**config.mk**
```make
export PLATFORM = sky130hd
export DESIGN_NAME = mobo_bus_bridge
export DESIGN_NICKNAME = d
export VERILOG_FILES = /design/src/rtl/mobo_bus_bridge.sv
export SDC_FILE = /design/constraint.sdc
export NUM_CORES = 1
export LEC_CHECK = 0
export CAP_MARGIN = 40
export CELL_PAD_IN_SITES_DETAIL_PLACEMENT = 2
export CELL_PAD_IN_SITES_GLOBAL_PLACEMENT = 2
export CORE_ASPECT_RATIO = 0.8
export CORE_UTILIZATION = 25
export CTS_CLUSTER_SIZE = 12
export DETAILED_ROUTE_END_ITERATION = 7
export GPL_ROUTABILITY_DRIVEN = 0
export PLACE_DENSITY_LB_ADDON = 0.1
export SYNTH_ARGS = -nofsm -noshare
export SYNTH_HDL_FRONTEND = slang
export SYNTH_SLANG_ARGS = --single-unit
export TNS_END_PERCENT = 20
```
**constraint.sdc**
```tcl
create_clock -name clk -period 4.8 [get_ports clk]
set_input_delay 0.96 -clock clk [delete_from_list [all_inputs] [get_ports clk]]
set_output_delay 0.96 -clock clk [all_outputs]
set_load 0.005 [all_outputs]
```
**src/rtl/mobo_bus_bridge.sv**
```systemverilog
// mobo_bus_bridge
//   Bridges a single CPU request/response port onto NDEV device channels that
//   use a four-phase strobe/acknowledge handshake. The top SELW address bits
//   select the device; the remaining low bits are passed on as the offset.
//
//   Optional build macro: MOBO_BUS_BRIDGE_TIMEOUT_EN
//     defined   -> handshake timeout after TMO_CYCLES cycles, reported as error
//     undefined -> the bridge waits indefinitely for the device
//
//   Ports
//     clk, rst            clock, asynchronous active-high reset
//     cpu_req/we/addr/wdata   CPU request (sampled in IDLE only)
//     cpu_busy/done/err/rdata CPU response, all registered
//     dev_rd/dev_wr       per-device read/write strobes (at most one high)
//     dev_ack             per-device acknowledge
//     dev_addr/dev_wdata  shared device address (select bits zeroed) and data
//     dev_rdata           per-device read data, device k at [k*DW +: DW]
//
//   state     | meaning
//   ----------+---------------------------------------------------------
//   IDLE      | waiting for cpu_req
//   WAIT_IDLE | waiting for the selected device's ack to be low
//   REQ       | strobe high, waiting for ack
//   RELEASE   | strobe low, waiting for ack to return low
//   DONE      | one-cycle completion pulse, then back to IDLE
module mobo_bus_bridge #(
   parameter int DW         = 32,
   parameter int AW         = 32,
   parameter int NDEV       = 2,
   parameter int TMO_CYCLES = 255
) (
   input  logic                 clk,
   input  logic                 rst,
   input  logic                 cpu_req,
   input  logic                 cpu_we,
   input  logic [AW-1:0]        cpu_addr,
   input  logic [DW-1:0]        cpu_wdata,
   output logic                 cpu_busy,
   output logic                 cpu_done,
   output logic                 cpu_err,
   output logic [DW-1:0]        cpu_rdata,
   output logic [NDEV-1:0]      dev_rd,
   output logic [NDEV-1:0]      dev_wr,
   input  logic [NDEV-1:0]      dev_ack,
   output logic [AW-1:0]        dev_addr,
   output logic [DW-1:0]        dev_wdata,
   input  logic [NDEV*DW-1:0]   dev_rdata
);

   localparam int SELW = (NDEV > 1) ? $clog2(NDEV) : 1;

   typedef enum logic [2:0] {
      S_IDLE,
      S_WAIT_IDLE,
      S_REQ,
      S_RELEASE,
      S_DONE
   } state_t;

   state_t            r_state, w_state_nxt;
   logic              r_busy, w_busy_nxt;
   logic              r_done, w_done_nxt;
   logic              r_err, w_err_nxt;
   logic [DW-1:0]     r_rdata, w_rdata_nxt;
   logic [NDEV-1:0]   r_dev_rd, w_dev_rd_nxt;
   logic [NDEV-1:0]   r_dev_wr, w_dev_wr_nxt;
   logic [AW-1:0]     r_dev_addr, w_dev_addr_nxt;
   logic [DW-1:0]     r_dev_wdata, w_dev_wdata_nxt;
   logic              r_we, w_we_nxt;
   logic [SELW-1:0]   r_idx, w_idx_nxt;

   logic [SELW-1:0]   w_req_idx;
   logic              w_req_idx_ok;
   logic              w_sel_ack;
   logic [NDEV-1:0]   w_sel_bit;

`ifdef MOBO_BUS_BRIDGE_TIMEOUT_EN
   localparam int TW = $clog2(TMO_CYCLES + 1);
   logic [TW-1:0]     r_tmo, w_tmo_nxt;
`else
   // TMO_CYCLES has no function in this build
   if (TMO_CYCLES < 0) begin : g_tmo_unused
   end
`endif

   assign w_req_idx    = cpu_addr[AW-1 -: SELW];
   assign w_req_idx_ok = (int'(w_req_idx) < NDEV);
   assign w_sel_ack    = dev_ack[r_idx];

   always_comb begin
      w_sel_bit        = '0;
      w_sel_bit[r_idx] = 1'b1;
   end

   always_comb begin
      w_state_nxt     = r_state;
      w_busy_nxt      = r_busy;
      w_done_nxt      = 1'b0;
      w_err_nxt       = r_err;
      w_rdata_nxt     = r_rdata;
      w_dev_rd_nxt    = r_dev_rd;
      w_dev_wr_nxt    = r_dev_wr;
      w_dev_addr_nxt  = r_dev_addr;
      w_dev_wdata_nxt = r_dev_wdata;
      w_we_nxt        = r_we;
      w_idx_nxt       = r_idx;
`ifdef MOBO_BUS_BRIDGE_TIMEOUT_EN
      w_tmo_nxt       = r_tmo;
`endif

      case (r_state)
         S_IDLE: begin
            if (cpu_req) begin
               w_busy_nxt      = 1'b1;
               w_we_nxt        = cpu_we;
               w_idx_nxt       = w_req_idx;
               w_dev_addr_nxt  = {{SELW{1'b0}}, cpu_addr[AW-SELW-1:0]};
               w_dev_wdata_nxt = cpu_wdata;
               w_err_nxt       = 1'b0;
               if (w_req_idx_ok) begin
                  w_state_nxt = S_WAIT_IDLE;
`ifdef MOBO_BUS_BRIDGE_TIMEOUT_EN
                  w_tmo_nxt   = '0;
`endif
               end else begin
                  // decode error: straight to completion, no strobe
                  w_state_nxt = S_DONE;
                  w_done_nxt  = 1'b1;
                  w_err_nxt   = 1'b1;
                  if (!cpu_we) w_rdata_nxt = '0;
               end
            end
         end
         S_WAIT_IDLE: begin
            if (!w_sel_ack) begin
               if (r_we) w_dev_wr_nxt = w_sel_bit;
               else      w_dev_rd_nxt = w_sel_bit;
               w_state_nxt = S_REQ;
            end
         end
         S_REQ: begin
            if (w_sel_ack) begin
               w_dev_rd_nxt = '0;
               w_dev_wr_nxt = '0;
               if (!r_we) w_rdata_nxt = dev_rdata[int'(r_idx)*DW +: DW];
               w_state_nxt = S_RELEASE;
            end
         end
         S_RELEASE: begin
            if (!w_sel_ack) begin
               w_state_nxt = S_DONE;
               w_done_nxt  = 1'b1;
               w_err_nxt   = 1'b0;
            end
         end
         S_DONE: begin
            w_busy_nxt  = 1'b0;
            w_state_nxt = S_IDLE;
         end
         default: begin
            w_state_nxt = S_IDLE;
         end
      endcase

`ifdef MOBO_BUS_BRIDGE_TIMEOUT_EN
      // timeout overrides whatever the handshake states decided this cycle
      if ((r_state == S_WAIT_IDLE) || (r_state == S_REQ) || (r_state == S_RELEASE)) begin
         if (r_tmo == TW'(TMO_CYCLES)) begin
            w_dev_rd_nxt = '0;
            w_dev_wr_nxt = '0;
            w_rdata_nxt  = r_we ? r_rdata : '0;
            w_done_nxt   = 1'b1;
            w_err_nxt    = 1'b1;
            w_state_nxt  = S_DONE;
         end else begin
            w_tmo_nxt = TW'(r_tmo + 1'b1);
         end
      end
`endif
   end

   always_ff @(posedge clk or posedge rst) begin
      if (rst) begin
         r_state     <= S_IDLE;
         r_busy      <= 1'b0;
         r_done      <= 1'b0;
         r_err       <= 1'b0;
         r_rdata     <= '0;
         r_dev_rd    <= '0;
         r_dev_wr    <= '0;
         r_dev_addr  <= '0;
         r_dev_wdata <= '0;
         r_we        <= 1'b0;
         r_idx       <= '0;
`ifdef MOBO_BUS_BRIDGE_TIMEOUT_EN
         r_tmo       <= '0;
`endif
      end else begin
         r_state     <= w_state_nxt;
         r_busy      <= w_busy_nxt;
         r_done      <= w_done_nxt;
         r_err       <= w_err_nxt;
         r_rdata     <= w_rdata_nxt;
         r_dev_rd    <= w_dev_rd_nxt;
         r_dev_wr    <= w_dev_wr_nxt;
         r_dev_addr  <= w_dev_addr_nxt;
         r_dev_wdata <= w_dev_wdata_nxt;
         r_we        <= w_we_nxt;
         r_idx       <= w_idx_nxt;
`ifdef MOBO_BUS_BRIDGE_TIMEOUT_EN
         r_tmo       <= w_tmo_nxt;
`endif
      end
   end

   assign cpu_busy  = r_busy;
   assign cpu_done  = r_done;
   assign cpu_err   = r_err;
   assign cpu_rdata = r_rdata;
   assign dev_rd    = r_dev_rd;
   assign dev_wr    = r_dev_wr;
   assign dev_addr  = r_dev_addr;
   assign dev_wdata = r_dev_wdata;

endmodule

```
== Word-level counts from Yosys, hierarchy flattened ==
Index checks and enable logic that the tools add are counted.
Word-level totals
  output and inout bits: 103
  register bits: 107
  logic and storage cells: 60
Cells by class
  eq/ne operators: 10
  multiplexer cells: 23
  shift-type cells: 1
  bitwise logic cells: 1
  $lt $le $gt $ge: 2
  reductions and logical operators: 12
Operators with widths (count)
  indexed part select 64 x 7 -> 32 bit: 1
  2-to-1 mux 3 bit: 4
  inequality test 2 bit, second input constant: 6
  one-hot mux 3 bit (4 select lines): 1
  AND reduction 4 bit: 3
  2-to-1 mux 2 bit: 5
  2-to-1 mux 1 bit: 8
  one-hot mux 2 bit (2 select lines): 2
  == test 3 x 2 -> 1 bit, second input constant: 2
  AND reduction 3 bit: 2
  nonzero test 2 bit: 3
  one-hot mux 1 bit (2 select lines): 2
  AND reduction 2 bit: 2
  == test 3 x 1 -> 1 bit, second input constant: 1
  == test 3 bit, second input constant: 1
  zero test 3 bit: 1
  < comparator 1 x 2 -> 1 bit, second input constant: 1
  demux 1 bit (select 1 bit): 1
  greater-or-equal comparator 1 bit, second input constant: 1
  logical AND 1 bit: 1
  NOT 1 bit: 1

== Logic depth before layout (Yosys ltp) ==
Gate-level depths: netlist of run 1.
  depth after elaboration: 7
  depth in mapped cells: 5
  depth with buffers taken out: 3

== Worst setup path before layout of run 1 ==
Ideal clock, no wire load.
  path kind: input -> register
  start point: in cpu_req
  end point: reg r_dev_addr[10], in the netlist dev_addr[10]
  path buffers: 2
  setup time: 0.125 ns
  arrival time: 2.076 ns
  setup slack: 2.599 ns
  stages: 5
  cells stage by stage: or3b_1 > nor2_1 > buf_4 > buf_6 > mux2_2
Between the ends
  cells in the longest elaborated chain, start to end: 1
Ends and longest elaborated chain
  start, declared: RTL line 34  | input logic cpu_req,
  AND reduction 2 bit (no line)
  end signal, assigned: RTL line 206  | r_dev_addr <= w_dev_addr_nxt;
  end, declared: RTL line 67  | logic [AW-1:0] r_dev_addr, w_dev_addr_nxt;
Every way passes these cells.
A chain may end at the register's enable or synchronous reset.

== Worst setup path after layout of run 1 ==
  start point: in cpu_req
  end point: reg r_dev_wdata[8], in the netlist dev_wdata[8]
Between the ends
  cells in the longest elaborated chain, start to end: 1
Ends and longest elaborated chain
  AND reduction 2 bit (no line)
  end signal, assigned: RTL line 207  | r_dev_wdata <= w_dev_wdata_nxt;
  end, declared: RTL line 68  | logic [DW-1:0] r_dev_wdata, w_dev_wdata_nxt;
Every way passes these cells.

==> results.yml, run 1 <==
status:
  outcome: "completed"
global_route:
  grtUsageTotal_pct: 14.8
  grt_antenna_before_repair: 0
  grt_pass1_wl_mm: 21.0
  grt_pass1_vias: 3678
  grt_max_degree: 61
  grt-ovfl-total: 0
clock_tree:
  cts_tree: "built"
  cts_sinks: 106
  clockBufferDepth: 2
  clock_latency_ns: 0.35
  htreeDepth: 3
  cts-root-buf: "clkbuf_16"
  postCtsSetupRepairBufs: 0
  numCtsBuffers: 9
  cts.repair.resized: 0
  hold_buffers: 0
  clk_pin_slew_ns: 0.07
finish:
  syn_to_final_growth_pct: 63.5
  antenna_cells: 0
  final_core_util_pct: 42.1
  register_area_um2: 2650
  fin_nets: 653
  drive_gt1_share_pct: 29.4
  final_area_um2: 7340
  fillers: 1771
  multi_input_area_um2: 1690
floorplanning:
  dieHeight_um: 122
  initial_utilization_pct: 25.8
  die_w_um: 152
  row_count: 43
  dieArea_um2: 18500
  core_um2: 17400
  io_pins: 237
min_path:
  hp-class: "reg2reg"
  timing.hold.worst_path_depth: 1
synthesis:
  yosysUniqueCellTypes: 27
  synth-seq-area-share_pct: 59.1
  yosysTopAreaCell: "dfrtp_1"
  synth-async-reset-ratio_pct: 100
  netlist_instances: 284
  synth_edf_count: 0
  synth_top_area_share_pct: 59.1
  yosysMostFrequentCell: "mux2_2"
  yosys-top-cells-count: "mux2_2 (129), dfrtp_1 (106), buf_6 (9)"
  syn_area_um2: 4490
  ys_ff_latch: 106
  ys_warn_count: 0
  synth.area.top_cells: "dfrtp_1 (59%), mux2_2 (32%), buf_6 (2.3%), mux2_4 (0.67%), buf_4 (0.50%)"
  syn_avg_cell_area_um2: 15.8
  synth_ff_type: "dfrtp_1"
place:
  dpl-instance-area_um2: 7050
  io_buffers: 234
  hpwl_mm: 10.1
critical_path:
  crit_type: "in2reg"
  arrival_ns: 3.05
  end_kind: "register"
  required_ns: 5.03
  reg2regPathDepth: 4
  cp_max_fo: 48
  startpoint_type: "primary input"
timing:
  final.min_clock_period_ns: 2.81
  post-route-period-util_pct: 58.6
  slew_violations: 0
  hold_viol_final: 0
  setup_tns_ns: 0
  rsz0062_at_grt: "false"
  final.setup_skew_ns: 0.00990
  worstMarginPinSlew_ns: 0.693
  max_clock_freq_mhz: 356
  setup_viol: 0
  slew_headroom_pct: 52.5
pwr:
  powerDensity_nw_per_um2: 595
  ir_drop_v: 0.000298
  leakage_nw: 2.94
routing:
  drtIter0Drc: 86
  drt_wl_total_mm: 13.3
  wl_per_cell_um: 17.7
  vias: 3232
  first_pass_iters: 3
  drc: 0
  via_per_inst: 4.32
  drtAntennaViolNets: 0
flow_run:
  drv_cap: 0
[cells in the final DEF, fill, tap and decap left out, types with 2 or more instances in the layout]
cell type,Yosys,routed
a21oi_1,4,4
a22o_1,2,2
buf_4,3,3
clkbuf_1,2,3
clkbuf_16,0,9
clkdlybuf4s50_1,0,234
clkinv_4,0,2
conb_1,1,2
dfrtp_1,106,106
inv_1,5,4
mux2_2,129,129
mux2_4,2,2
mux2i_1,2,2
nor3_1,2,2
o2bb2ai_1,2,2
[power by group]
group	internal, mW	switching [mW]
combinational	1.38	0.646
sequential	1.34	0.260
clock	0.406	0.324
[critical path, stage by stage]
cell	delay (ns)
clkdlybuf4s50_1	0.48
or3b_1	0.41
nor2_4	0.45
buf_12	0.33
mux2_2	0.37
[cell families after synthesis]
family	synth area share, %
DFF	59.1
other	0.0835
buffers and inverters	3.65
and+or+nand+nor	2.26
muxes	33.5
AOI/OAI and AO/OA	1.50
[state kept, by name (all words and copies together) (netlist names), 2 cells and up]
signal / cells
cpu_rdata: 32
dev_addr: 31
dev_rd: 2
dev_wdata: 32
dev_wr: 2
r_state: 3
[through the flow]
step           std cells  hold WS [ns]  setup slack (ns)  total power, mW
6_report             749         0.506              1.99             4.37
5_1_grt              749         0.527              1.89             4.66
4_1_cts              749         0.513              1.95             4.48
3_5_place_dp         733         0.493              1.57             3.71
3_3_place_gp         732         0.490              1.66             3.62
2_1_floorplan        285         0.490              1.05             2.50
[layout make-up]
cell class / instances / share of cell area (%)
clock buffer: 12 / 3.22
inverter: 5 / 0.290
tap: 225 / 3.83
clock inverter: 4 / 0.716
sequential: 106 / 36.1
timing repair buffer: 239 / 32.9
multi-input combinational: 158 / 23.0
[layer usage]
metal  global-route usage [%]  part of all wire (%)  vias up
met2                     25.9                    52      113
met4                     5.06                   1.5        0
li1                         -                     -     1480
met5                        0                     0        -
met3                     4.48                   5.5       11
met1                     17.4                    41     1628
[final timing paths]
check | start | end | slack, ns
worst max-delay path | cpu_req | dev_wdata[8] | 1.99
worst min register to register | dev_wdata[5] | dev_wdata[5] | 0.51
min in group asynchronous | rst | dev_wdata[6] | 0.90
max in group asynchronous | rst | dev_addr[26] | 3.21
worst min-delay path | dev_wdata[5] | dev_wdata[5] | 0.51
worst max register to register | r_state[1] | dev_wdata[8] | 2.57
No activity file was read; power rests on OpenSTA's default activity.
==> run 2, diff against run 1 <==
--- a/config.mk
+++ b/config.mk
@@ -9,7 +9,7 @@
 export CELL_PAD_IN_SITES_DETAIL_PLACEMENT = 2
 export CELL_PAD_IN_SITES_GLOBAL_PLACEMENT = 2
 export CORE_ASPECT_RATIO = 0.8
-export CORE_UTILIZATION = 25
+export CORE_UTILIZATION = 22
 export CTS_CLUSTER_SIZE = 12
 export DETAILED_ROUTE_END_ITERATION = 7
 export GPL_ROUTABILITY_DRIVEN = 0
==> constraint.sdc (replaced) <==
create_clock -name clk -period 2.5 [get_ports clk]
set_input_delay 0.5 -clock clk [delete_from_list [all_inputs] [get_ports clk]]
set_output_delay 0.5 -clock clk [all_outputs]
set_load 0.005 [all_outputs]
==> run 2 against run 1 <==
Hold slack better by 0.0019 ns. Via count is 0.71% lower. First-iteration DRC count decreased by 10%. Worst setup slack got worse by 1.5 ns. Register-to-register slack lost 2.0 ns. Sequential power up 91%. Die area is 13% higher. Non-clock buffer count up 1.
==> results.yml, run 2 (synthesized netlist as in run 1, its figures left out) <==
status:
  outcome: "completed"
min_path:
  timing.hold.worst_path_depth: 1
  hold_end: "dev_wr[0]"
  hp-class: "reg2reg"
  hold_start: "dev_wr[0]"
floorplanning:
  initial_utilization_pct: 22.6
  io_pins: 237
  dieHeight_um: 130
  dieArea_um2: 21000
  die_w_um: 162
  row_count: 46
  core_um2: 19900
routing:
  wl_per_cell_um: 16.7
  first_pass_iters: 4
  drtAntennaViolNets: 0
  drtIter0Drc: 77
  via_per_inst: 4.07
  drc: 0
  drt_wl_total_mm: 13.2
  vias: 3209
timing:
  final.setup_skew_ns: 0.0115
  final.min_clock_period_ns: 2.01
  max_clock_freq_mhz: 498
  setup_viol: 0
  slew_violations: 0
  setup_tns_ns: 0
  rsz0062_at_grt: "false"
  slew_headroom_pct: 61.9
  post-route-period-util_pct: 80.3
  worstMarginPinSlew_ns: 0.572
  hold_viol_final: 0
global_route:
  grt_pass1_vias: 3569
  grt_max_degree: 107
  grt_pass1_wl_mm: 20.5
  grt_antenna_before_repair: 0
  grtUsageTotal_pct: 12.8
  grt-ovfl-total: 0
clock_tree:
  cts.repair.resized: 0
  htreeDepth: 3
  postCtsSetupRepairBufs: 0
  hold_buffers: 0
  numCtsBuffers: 9
  clockBufferDepth: 2
  clk_pin_slew_ns: 0.08
  cts_sinks: 106
  cts_tree: "built"
  cts-root-buf: "clkbuf_16"
  clock_latency_ns: 0.35
critical_path:
  cp_max_fo: 55
  r2r_slack_ns: 0.61
  crit_type: "in2reg"
  reg2regPathDepth: 4
  end_kind: "register"
  arrival_ns: 2.24
  timing.rr.end: "dev_wdata[9]"
  startpoint_type: "primary input"
  r2r_start: "r_state[1]"
  required_ns: 2.73
finish:
  antenna_cells: 0
  fin_nets: 654
  syn_to_final_growth_pct: 65.2
  drive_gt1_share_pct: 29.9
  mostFrequentLayoutCells: "clkdlybuf4s50_1 (234), mux2_2 (129), dfrtp_1 (106)"
  multi_input_area_um2: 1690
  register_area_um2: 2650
  fillers: 2040
  layout_commonest_cell: "clkdlybuf4s50_1"
pwr:
  powerDensity_nw_per_um2: 1140
  total_power_mw: 8.47
  ir_drop_v: 0.000436
  leakage_nw: 2.95
flow_run:
  drv_cap: 0
place:
  io_buffers: 234
  hpwl_mm: 9.74
run 2: area by class of cell:
type                            instances  share of cell area (%)
Timing Repair Buffer                  240                    32.7
Sequential cell                       106                    35.7
Multi-Input combinational cell        158                    22.7
Tap cell                              264                    4.45
Clock inverter                          6                    1.01
Clock buffer                           10                    3.09
Inverter                                5                   0.303
run 2: metrics by stage:
stage | std cells | area (um2) | utilization (%) | setup slack [ns] | hold WS [ns]
floorplan | 285 | 4500 | - | 0.726 | 0.490
global placement | 773 | 7120 | 35.7 | 0.164 | 0.488
detailed placement | 773 | 7120 | 35.7 | 0.115 | 0.486
CTS | 789 | 7420 | 37.3 | 0.506 | 0.511
global route | 789 | 7420 | 37.3 | 0.409 | 0.524
finish | 789 | 7420 | 37.3 | 0.492 | 0.508
run 2: report_power, final:
part,switching (mW),internal (mW)
logic,1.27,2.68
registers,0.475,2.58
clock network,0.679,0.791
run 2: metal layers:
layer  wire length, um  vias up  share of wire, %  GRT usage, %
li1                  -     1475                 -             -
met1              5410     1606                41          15.2
met2              6640      115                50          22.0
met3               924       13               7.0          4.35
met4               209        0               1.6          4.16
met5                 0        -                 0             0
run 2: how the worst max path moves through the flow:
stage / startpoint / to / slack (ns) / depth (start not counted)
2_1_floorplan: rst / cpu_busy / 0.73 / 1
3_3_place_gp: cpu_req / dev_wdata[8] / 0.16 / 5
3_5_place_dp: cpu_req / dev_wdata[9] / 0.12 / 5
4_1_cts: cpu_req / dev_wdata[9] / 0.51 / 5
5_1_grt: cpu_req / dev_wdata[3] / 0.41 / 5
6_report: cpu_req / dev_wdata[9] / 0.49 / 5
run 2: worst max-delay path, cell delays in order:
cell             delay [ns]
clkdlybuf4s50_1        0.48
or3b_1                 0.41
nor2_4                 0.13
buf_12                 0.28
mux2_2                 0.39
